[config.mk]
export PLATFORM = sky130hd
export DESIGN_NAME = a23_mem_master
export DESIGN_NICKNAME = d
export VERILOG_FILES = /design/src/rtl/a23_mem_master.sv
export SDC_FILE = /design/constraint.sdc
export NUM_CORES = 1
export LEC_CHECK = 0
export CAP_MARGIN = 10
export CORE_MARGIN = 2
export CORE_UTILIZATION = 36
export CTS_CLUSTER_SIZE = 28
export DETAILED_ROUTE_END_ITERATION = 8
export PLACE_DENSITY = 0.69
export SYNTH_ARGS = -nofsm -noshare
export SYNTH_HDL_FRONTEND = slang
export SYNTH_SLANG_ARGS = --single-unit
[constraint.sdc]
create_clock -name i_clk -period 6.8 [get_ports i_clk]
set_input_delay 1.02 -clock i_clk [delete_from_list [all_inputs] [get_ports i_clk]]
set_output_delay 1.02 -clock i_clk [all_outputs]
set_load 0.02 [all_outputs]
[src/rtl/a23_mem_master.sv]
// ============================================================================
//  Module      : a23_mem_master
//  Description : Bus initiator for the a23 unified memory. Turns byte /
//                halfword / word load-store requests into legal memory
//                cycles (byte enables 1111 or one-hot, data in lane [7:0]),
//                splits halfword stores into two byte cycles, zero- or
//                sign-extends loads and blocks stores to read-only regions.
//  Ports       : i_clk, i_rst (async, active-high)
//                request : i_req_valid/o_req_ready, i_req_write, i_req_size,
//                          i_req_signed, i_req_addr, i_req_wdata
//                response: o_rsp_valid, o_rsp_rdata, o_rsp_err
//                memory  : o_m_address, o_m_write, o_m_write_en,
//                          o_m_byte_enable, i_m_read
//  Config      : `define A23_MEM_MASTER_ALIGN_CHECK_EN to reject misaligned
//                halfword/word accesses with an error response.
//  Revision    : 1.0 - initial release
// ============================================================================
`timescale 1ns/1ps
`default_nettype none

module a23_mem_master #(
    parameter logic [7:0] RO_REGION_LO = 8'h01,
    parameter logic [7:0] RO_REGION_HI = 8'h02,
    parameter logic [7:0] TOP_REGION   = 8'h04
) (
    input  logic        i_clk,
    input  logic        i_rst,
    input  logic        i_req_valid,
    output logic        o_req_ready,
    input  logic        i_req_write,
    input  logic [1:0]  i_req_size,
    input  logic        i_req_signed,
    input  logic [31:0] i_req_addr,
    input  logic [31:0] i_req_wdata,
    output logic        o_rsp_valid,
    output logic [31:0] o_rsp_rdata,
    output logic        o_rsp_err,
    output logic [31:0] o_m_address,
    output logic [31:0] o_m_write,
    output logic        o_m_write_en,
    output logic [3:0]  o_m_byte_enable,
    input  logic [31:0] i_m_read
);

    typedef enum logic [1:0] {
        IDLE = 2'd0,
        ACC0 = 2'd1,
        ACC1 = 2'd2,
        RESP = 2'd3
    } state_t;

    localparam logic [1:0] SZ_BYTE = 2'b00;
    localparam logic [1:0] SZ_HALF = 2'b01;
    localparam logic [1:0] SZ_WORD = 2'b10;
    localparam logic [1:0] SZ_ILL  = 2'b11;

    state_t      state_q;
    logic        ready_q;
    logic        write_q;
    logic [1:0]  size_q;
    logic        signed_q;
    logic [31:0] addr_q;
    logic [7:0]  wdata_hi_q;     // upper byte of a halfword store, sent in ACC1
    logic        rsp_valid_q;
    logic [31:0] rsp_rdata_q;
    logic        rsp_err_q;
    logic [31:0] m_address_q;
    logic [31:0] m_write_q;
    logic        m_write_en_q;
    logic [3:0]  m_byte_enable_q;

    logic [7:0]  w_region;
    logic        w_misaligned;
    logic        w_illegal;
    logic [31:0] w_load_data;
    logic [3:0]  w_first_be;
    logic [31:0] w_first_wdata;

    assign w_region = i_req_addr[31:24];

`ifdef A23_MEM_MASTER_ALIGN_CHECK_EN
    assign w_misaligned = ((i_req_size == SZ_HALF) && i_req_addr[0]) ||
                          ((i_req_size == SZ_WORD) && (i_req_addr[1:0] != 2'b00));
`else
    assign w_misaligned = 1'b0;
`endif

    assign w_illegal = (i_req_size == SZ_ILL) ||
                       (w_region > TOP_REGION) ||
                       (i_req_write && (w_region >= RO_REGION_LO) &&
                        (w_region <= RO_REGION_HI)) ||
                       w_misaligned;

    // First bus cycle: word stores use all lanes, byte/half stores lane 0,
    // loads drive no enables.
    always_comb begin
        w_first_be    = 4'b0000;
        w_first_wdata = 32'h0;
        if (i_req_write) begin
            if (i_req_size == SZ_WORD) begin
                w_first_be    = 4'b1111;
                w_first_wdata = i_req_wdata;
            end else begin
                w_first_be    = 4'b0001;
                w_first_wdata = {24'h0, i_req_wdata[7:0]};
            end
        end
    end

    // Load data is combinational from the address driven during ACC0.
    always_comb begin
        w_load_data = i_m_read;
        case (size_q)
            SZ_BYTE: w_load_data = {{24{signed_q & i_m_read[7]}},  i_m_read[7:0]};
            SZ_HALF: w_load_data = {{16{signed_q & i_m_read[15]}}, i_m_read[15:0]};
            default: w_load_data = i_m_read;
        endcase
    end

    always_ff @(posedge i_clk or posedge i_rst) begin
        if (i_rst) begin
            state_q         <= IDLE;
            ready_q         <= 1'b1;
            write_q         <= 1'b0;
            size_q          <= 2'b00;
            signed_q        <= 1'b0;
            addr_q          <= 32'h0;
            wdata_hi_q      <= 8'h0;
            rsp_valid_q     <= 1'b0;
            rsp_rdata_q     <= 32'h0;
            rsp_err_q       <= 1'b0;
            m_address_q     <= 32'h0;
            m_write_q       <= 32'h0;
            m_write_en_q    <= 1'b0;
            m_byte_enable_q <= 4'b0000;
        end else begin
            case (state_q)
                IDLE: begin
                    if (i_req_valid && ready_q) begin
                        ready_q    <= 1'b0;
                        write_q    <= i_req_write;
                        size_q     <= i_req_size;
                        signed_q   <= i_req_signed;
                        addr_q     <= i_req_addr;
                        wdata_hi_q <= i_req_wdata[15:8];
                        if (w_illegal) begin
                            // Error responses skip the bus entirely.
                            state_q     <= RESP;
                            rsp_valid_q <= 1'b1;
                            rsp_err_q   <= 1'b1;
                            rsp_rdata_q <= 32'h0;
                        end else begin
                            state_q         <= ACC0;
                            m_address_q     <= i_req_addr;
                            m_write_en_q    <= i_req_write;
                            m_byte_enable_q <= w_first_be;
                            m_write_q       <= w_first_wdata;
                        end
                    end
                end

                ACC0: begin
                    if (write_q && (size_q == SZ_HALF)) begin
                        // Same address; the memory places lane 1 at addr+1.
                        state_q         <= ACC1;
                        m_byte_enable_q <= 4'b0010;
                        m_write_q       <= {24'h0, wdata_hi_q};
                    end else begin
                        state_q         <= RESP;
                        rsp_valid_q     <= 1'b1;
                        rsp_err_q       <= 1'b0;
                        rsp_rdata_q     <= write_q ? 32'h0 : w_load_data;
                        m_address_q     <= 32'h0;
                        m_write_q       <= 32'h0;
                        m_write_en_q    <= 1'b0;
                        m_byte_enable_q <= 4'b0000;
                    end
                end

                ACC1: begin
                    state_q         <= RESP;
                    rsp_valid_q     <= 1'b1;
                    rsp_err_q       <= 1'b0;
                    rsp_rdata_q     <= 32'h0;
                    m_address_q     <= 32'h0;
                    m_write_q       <= 32'h0;
                    m_write_en_q    <= 1'b0;
                    m_byte_enable_q <= 4'b0000;
                end

                RESP: begin
                    state_q     <= IDLE;
                    ready_q     <= 1'b1;
                    rsp_valid_q <= 1'b0;
                    rsp_rdata_q <= 32'h0;
                    rsp_err_q   <= 1'b0;
                end

                default: begin
                    state_q <= IDLE;
                    ready_q <= 1'b1;
                end
            endcase
        end
    end

    assign o_req_ready     = ready_q;
    assign o_rsp_valid     = rsp_valid_q;
    assign o_rsp_rdata     = rsp_rdata_q;
    assign o_rsp_err       = rsp_err_q;
    assign o_m_address     = m_address_q;
    assign o_m_write       = m_write_q;
    assign o_m_write_en    = m_write_en_q;
    assign o_m_byte_enable = m_byte_enable_q;

endmodule

`default_nettype wire

---- Word-level counts from Yosys, hierarchy flattened ----
Index checks and enable logic that the tools add are counted.
storage, ports and cells
  flip-flop bits (word level) ............. 118
  bits in latches ......................... 0
  RAM bits ................................ 0
  ROM bits ................................ 0
  bits of input ports ..................... 103
  output and inout bits ................... 104
  logic and storage cells ................. 81
  memories kept ........................... 0
operators by class
  add/subtract/negate cells ............... 0
  multiply operators ...................... 0
  divide/modulo/power cells ............... 0
  order comparisons ....................... 3
  equal/unequal tests ..................... 10
  shifts and indexed selects .............. 0
  mux-type cells .......................... 37
  bitwise logic cells ..................... 2
  reductions and logical operators ........ 16
operator list
  kind                count
  $mux 32             11
  $pmux 32 s3         3
  $pmux 32 s2         1
  $mux 4              4
  $pmux 4 s3          1
  $eq 2x2->1 const B  4
  $ge 8x1->1 const B  1
  $gt 8x3->1 const B  1
  $le 8x2->1 const B  1
  $mux 1              8
  $mux 8              1
  $ne 2x2->1 const B  4
  $pmux 2 s4          1
  $mux 2              3
  $pmux 1 s3          2
  $reduce_and 3->1    2
  $eq 2x1->1 const B  2
  $logic_and 1x1->1   4
  $logic_not 2->1     2
  $pmux 1 s4          1
  $reduce_and 2->1    2
  $reduce_and 4->1    1
  $reduce_bool 3->1   1
  $and 1x1->1         2
  4 further kinds     5

---- Logic depth before layout (Yosys ltp) ----
Gate-level depths: netlist of the first run.
  depth after elaboration ................. 7
  gate-level depth with buffers ........... 8
  depth with buffers taken out ............ 6

---- Worst setup path before layout of the first run ----
Ideal clock, no wire load.
  kind .................................... input-to-reg
  start point ............................. input port i_req_addr[28]
  end point ............................... register rsp_err_q (netlist: o_rsp_err)
  setup time .............................. 0.125 ns
  arrival ................................. 2.513 ns
  data required time ...................... 6.675 ns
  path slack .............................. 4.162 ns
  stages on the path ...................... 6
  path buffers ............................ 2
  cells stage by stage .................... or3_4 -> a211oi_1 -> a211o_1 -> buf_2 -> buf_2 -> mux2_2
on the way
  word-level cells in the longest chain between the ends .. 6
  elaborated cells on any way between the ends .. 9
  those cells by class .................... order compare (3); eq/ne (1); reduce/logical (5)
ends and longest elaborated chain
  item                             RTL line  RTL
  from (decl)                      33        input logic [31:0] i_req_addr,
  $ge 8x1->1                       90        (i_req_write && (w_region >= RO_REGION_LO) &&
  $logic_and 1x1->1 (2 in series)  90
  $logic_or 1x1->1 *               89        (w_region > TOP_REGION) ||
  $ne 2x2->1 (no line) *           --
  $reduce_and 3->1 (no line) *     --
  to (signal assigned)             131       rsp_err_q <= 1'b0;
  to (signal assigned)             150       rsp_err_q <= 1'b1;
  to (signal assigned)             171       rsp_err_q <= 1'b0;
  to (decl)                        66        logic rsp_err_q;
Mark *: on every way between the ends. The rest lies on a longest branch, timed or not.
A chain may end at the register's enable or synchronous reset.

---- Worst setup path in the final report of the first run ----
  start point ............................. input port i_req_valid
  end point ............................... register m_address_q[8] (netlist: o_m_address[8])
on the way
  word-level cells in the longest chain between the ends .. 3
ends and longest elaborated chain
  item                        RTL line  RTL
  from (decl)                 28        input logic i_req_valid,
  $logic_and 1x1->1           139       if (i_req_valid && ready_q) begin
  $ne 2x2->1 (no line)        --
  $reduce_and 4->1 (no line)  --
  to (signal assigned)        154       m_address_q <= i_req_addr;
  to (decl)                   67        logic [31:0] m_address_q;
Every way passes these cells.

==> results of run 1 <==
routing by layer:
metal | vias to the layer above | part of all wire | GRT usage
met5 | - | 0 | 0
met4 | 0 | 0.020 | 0.0675
met3 | 24 | 0.075 | 0.0716
met2 | 151 | 0.48 | 0.302
met1 | 1954 | 0.42 | 0.226
li1 | 1886 | - | -
path summary, 6_finish.rpt:
path,start,to,cells past startpoint
worst max register to register,state_q[0],o_m_address[8],8
worst min register to register,o_m_address[29],o_m_address[29],1
min in group asynchronous,i_rst,o_m_address[10],2
max in group asynchronous,i_rst,o_m_write[0],3
worst max-delay path,i_req_valid,o_m_address[8],7
worst min-delay path,o_m_address[29],o_m_address[29],1
logic make-up (layout without fill, tap and decap cells):
kind of cell,Yosys count,count (layout),share of synthesized area
flip-flops,117,117,0.588
AO/OA/AOI/OAI,103,103,0.144
AND/OR/NAND/NOR,83,83,0.0829
buffers and inverters,64,278,0.0548
multiplexers,55,55,0.121
adder cells (fa/ha/maj),4,4,0.0100
state kept, by name, indices dropped and copies added (netlist names):
name,flops
o_rsp_rdata,32
o_rsp_valid,1
wdata_hi_q,8
o_rsp_err,1
write_q,1
o_m_write_en,1
state_q,2
o_m_write,32
o_req_ready,1
signed_q,1
o_m_byte_enable,3
size_q,2
o_m_address,32
cell usage in the layout, fill, tap and decap left out, types with 3 or more instances in the layout:
cell type        Yosys  routed
a21oi_1             20      20
a22o_1              36      36
and2_1               6       6
buf_4                1       3
clkbuf_16            0      17
clkdlybuf4s50_1      0     206
clkinv_2             0       7
clkinvlp_4           0       6
dfrtp_1            116     116
ha_1                 4       4
inv_1               36      35
mux2_2              40      40
mux2i_1             15      15
nand2_1             37      37
nand3_1             26      26
nor2_1               3       3
nor2b_1              4       4
o21ai_0             32      32
power groups by stage:
| stage | Combinational [mW] | Sequential [mW] | Clock [mW] |
|---|---|---|---|
| final | 0.983 | 0.942 | 0.843 |
| after global routing | 1.07 | 0.961 | 0.897 |
| after CTS | 0.980 | 0.942 | 0.866 |
| after detailed placement | 0.977 | 0.953 | 0 |
| after global placement | 0.954 | 0.947 | 0 |
| after floorplan | 0.499 | 1.04 | 0 |
worst reg2reg max path, delay by kind of cell (launching register included):
family | cells | cell delay [ps]
AND/OR/NAND/NOR | 1 | 560
flip-flops | 1 | 400
buffers and inverters | 3 | 870
AO/OA/AOI/OAI | 3 | 980
adder cells (fa/ha/maj) | 1 | 290
final cells by class:
| type | instances | area share |
|---|---|---|
| clock buffer | 17 | 0.0550 |
| clock inverter | 15 | 0.0181 |
| inverter | 36 | 0.0178 |
| multi-input combinational | 245 | 0.231 |
| sequential | 117 | 0.379 |
| tap | 176 | 0.0285 |
| timing repair buffer | 210 | 0.271 |
==> flow_metrics.py, run 1 <==
metrics = {
    "run_status": {
        "status": "complete, no violations",
    },
    "sta": {
        "min_period_ps": 3450,
        "whs_ps": 494,
        "maxSlewViolCount": 0,
        "finClkSkew_ps": 7.54,
        "hold_viol": 0,
        "worst_pin_slew_ps": 1050,
        "setup_slack_ps": 3350,
        "fmax_mhz": 290,
        "rsz0062_at_grt": "false",
        "setup_viol": 0,
        "maxSlewHeadroom": 0.301,
        "period_share": 0.507,
        "fin_tns_setup_ps": 0,
    },
    "floorplanning": {
        "coreArea_mm2": 0.0134,
        "die_w_um": 122,
        "dieArea_mm2": 0.0148,
        "die_h_um": 122,
        "ios": 207,
        "initial_core_util": 0.372,
        "rows": 42,
    },
    "setup_path": {
        "reg2reg_slack_ps": 3590,
        "cp_cell_sequence": "clkdlybuf4s50_1 > nand3_1 > a2111oi_4 > buf_4 > o21ai_2 > buf_6 > a22o_1",
        "crit_path_max_fanout": 55,
        "path_delay_family": "buffers and inverters",
        "max_stage_delay_ps": 520,
        "critPathLaunchType": "primary input",
        "cp-end-kind": "register",
        "slowest_stage": "nand3_1",
        "cp.required_ps": 7090,
        "crit_buf_inv": 3,
        "crit_type": "in2reg",
        "crit_arrival_ps": 3740,
    },
    "clocking": {
        "cts_setup_buffers": 0,
        "htreeDepth": 4,
        "cts_buffers": 17,
        "path_clk_slew_ps": 50,
        "ctsResizeCount": 0,
        "cts_tree": "built",
        "clock_latency_ps": 410,
        "cts-root-buf": "clkbuf_16",
        "cts_buffer_depth": 2,
        "cts_hold_buf": 0,
        "numClockSinks": 117,
    },
    "synth": {
        "synth_common_cells": "116 x dfrtp_1, 40 x mux2_2, 37 x nand2_1, 36 x a22o_1, 36 x inv_1",
        "yosys_warnings": 0,
        "yosysSeqAreaShare": 0.588,
        "syn_area_mm2": 0.00498,
        "async_flop_share": 1.00,
        "syn-num-nets": 533,
        "synth_top_flop_cell": "dfrtp_1",
        "synthDistinctLibCells": 37,
        "syn_area_per_cell_um2": 11.7,
        "synth_top_area_cell": "dfrtp_1",
        "synth_area_leaders": "dfrtp_1 58%, mux2_2 9.0%, a22o_1 6.3%",
        "synth-seq-cells": 117,
        "synth_edf_count": 0,
        "synth_top_area_frac": 0.583,
        "post-synth-top-count-cell": "dfrtp_1",
        "synth_cells": 426,
    },
    "grt": {
        "overflow": 0,
        "grt_pass1_vias": 4197,
        "grt_max_degree": 61,
        "antenna_found_initial": 0,
        "grt_usage": 0.186,
        "grt_first_pass_wirelength_um": 21200,
    },
    "power": {
        "p_total_mw": 2.77,
        "p_clk_frac": 0.305,
        "sequentialPowerShare": 0.340,
        "leakage_nw": 3.38,
        "power.switching_mw": 0.945,
        "vdd_ir_drop_max_mv": 0.170,
        "p_per_area_mw_per_mm2": 358,
        "p_int_mw": 1.82,
        "switching_share": 0.341,
        "combPwrFrac": 0.355,
    },
    "route": {
        "wire_per_inst_um": 16.2,
        "vias": 4015,
        "antenna_left": 0,
        "drtPass1Iterations": 4,
        "drc": 0,
        "wl_um": 13200,
        "drt_iter0_markers": 133,
        "routed_via_density": 4.92,
    },
    "layout": {
        "final_nets": 734,
        "drive_gt1_frac": 0.128,
        "fillers": 1140,
        "register_area_mm2": 0.00293,
        "fin_util": 0.577,
        "multi_input_area_mm2": 0.00178,
        "syn_to_final_growth_pct": 55.2,
        "final-instance-count-excl-fill": 816,
        "finalInstanceArea_mm2": 0.00773,
        "antenna_cells": 0,
    },
    "placed_design": {
        "post-dp-hpwl_um": 9520,
        "dp_cells": 783,
        "portBuffers": 206,
        "place_ws_ps": 2860,
        "place_area_mm2": 0.00715,
        "gp_congestion": 0.785,
    },
    "job": {
        "max-cap-violations": 0,
    },
    "worst_hold_path": {
        "min_path_type": "reg2reg",
    },
}
No activity file was read; power rests on OpenSTA's default activity.
==> run 2: changes to the inputs <==
Clock period 6.8 ns to 3.4 ns, I/O delays scaled along.
==> flow_metrics.py, run 2 (synthesized netlist as in run 1, its figures left out) <==
metrics = {
    "run_status": {
        "status": "complete, no violations",
    },
    "floorplanning": {
        "dieArea_mm2": 0.0148,
        "coreArea_mm2": 0.0134,
        "initial_core_util": 0.372,
        "rows": 42,
        "die_h_um": 122,
        "die_w_um": 122,
        "ios": 207,
    },
    "grt": {
        "grt_max_degree": 53,
        "antenna_found_initial": 0,
        "grt_pass1_vias": 4197,
        "grt_first_pass_wirelength_um": 21100,
        "overflow": 0,
        "grt_usage": 0.186,
    },
    "setup_path": {
        "path_depth": 7,
        "crit_buf_inv": 2,
        "cp.required_ps": 3740,
        "cp_cell_sequence": "inv_1 > ha_1 > nor2b_1 > and3b_1 > buf_4 > o22a_1 > a21o_1",
        "slowest_stage": "nor2b_1",
        "cp-end-kind": "register",
        "r2r_cells": 7,
        "reg2reg_slack_ps": 900,
        "path_delay_family": "simple AND/OR/NAND/NOR gates",
        "reg2reg_to": "o_m_byte_enable[1]",
        "critPathLaunchType": "register",
        "crit_arrival_ps": 2840,
        "max_stage_delay_ps": 700,
        "crit_path_max_fanout": 26,
        "crit_type": "reg2reg",
        "r2r_start": "state_q[0]",
    },
    "clocking": {
        "clock_latency_ps": 400,
        "cts_buffer_depth": 2,
        "path_clk_slew_ps": 50,
        "cts_tree": "built",
        "htreeDepth": 4,
        "numClockSinks": 117,
        "cts_setup_buffers": 0,
        "cts_hold_buf": 0,
        "ctsResizeCount": 0,
        "cts-root-buf": "clkbuf_16",
        "cts_buffers": 17,
    },
    "layout": {
        "final_common_cell": "clkdlybuf4s50_1",
        "final_nets": 739,
        "fillers": 1156,
        "drive_gt1_frac": 0.129,
        "antenna_cells": 0,
        "finalInstanceArea_mm2": 0.00776,
        "layout_common_cells": "206 x clkdlybuf4s50_1, 116 x dfrtp_1, 40 x mux2_2",
        "syn_to_final_growth_pct": 55.8,
        "multi_input_area_mm2": 0.00178,
        "register_area_mm2": 0.00293,
    },
    "power": {
        "p_per_area_mw_per_mm2": 704,
        "vdd_ir_drop_max_mv": 0.315,
        "leakage_nw": 3.41,
        "p_total_mw": 5.46,
    },
    "sta": {
        "setup_viol": 0,
        "rsz0062_at_grt": "false",
        "maxSlewViolCount": 0,
        "fmax_mhz": 400,
        "maxSlewHeadroom": 0.352,
        "finClkSkew_ps": 7.06,
        "hold_viol": 0,
        "whs_ps": 483,
        "min_period_ps": 2500,
        "fin_tns_setup_ps": 0,
        "worst_pin_slew_ps": 969,
        "period_share": 0.735,
    },
    "worst_hold_path": {
        "min_path_type": "reg2reg",
        "holdPathStages": 1,
        "worstHoldEndpoint": "o_m_address[27]",
        "hold_start": "o_m_address[27]",
    },
    "route": {
        "antenna_left": 0,
        "vias": 4037,
        "wire_per_inst_um": 16.3,
        "wl_um": 13300,
        "wl_met3_um": 970,
        "highest_layer": "met4",
        "drt_iter0_markers": 174,
        "drtPass1Iterations": 4,
        "met1_length_um": 5650,
        "wl_met2_um": 6540,
        "routed_via_density": 4.94,
        "drc": 0,
    },
    "placed_design": {
        "gp_congestion": 0.757,
        "portBuffers": 206,
        "place_area_mm2": 0.00723,
        "post-dp-hpwl_um": 9500,
    },
    "job": {
        "max-cap-violations": 0,
    },
}
[run 2: how the worst max path moves through the flow]
stage | from | end | slack (ps)
after floorplan | i_req_addr[28] | o_rsp_err | 1270
after global placement | i_req_size[0] | o_rsp_rdata[2] | 740
after detailed placement | i_req_size[0] | o_rsp_rdata[0] | 640
after CTS | state_q[0] | o_m_byte_enable[1] | 870
after global routing | state_q[0] | o_m_byte_enable[1] | 720
final | state_q[0] | o_m_byte_enable[1] | 900
[run 2: per-layer routing]
layer	vias up	track usage
met5	-	0
met4	0	0.0675
met3	11	0.0590
met2	137	0.310
met1	1988	0.226
li1	1901	-
[run 2: power by group]
part           total [mW]  switching (mW)  internal [mW]
sequential           1.89           0.205           1.68
clock                1.59           0.566           1.02
combinational        1.99            1.08          0.906
[run 2: area by class of cell]
type | instances | area share
Sequential cell | 117 | 0.378
Timing Repair Buffer | 215 | 0.278
Multi-Input combinational cell | 245 | 0.230
Clock buffer | 23 | 0.0655
Tap cell | 176 | 0.0284
Inverter | 36 | 0.0179
Clock inverter | 5 | 0.00323
[run 2: per-stage QoR]
| stage | utilization | setup slack, ps | std cells |
|---|---|---|---|
| 2_1_floorplan | - | 1270 | 426 |
| 3_3_place_gp | 0.539 | 736 | 789 |
| 3_5_place_dp | 0.539 | 640 | 789 |
| 4_1_cts | 0.579 | 869 | 817 |
| 5_1_grt | 0.579 | 715 | 817 |
| 6_report | 0.579 | 900 | 817 |
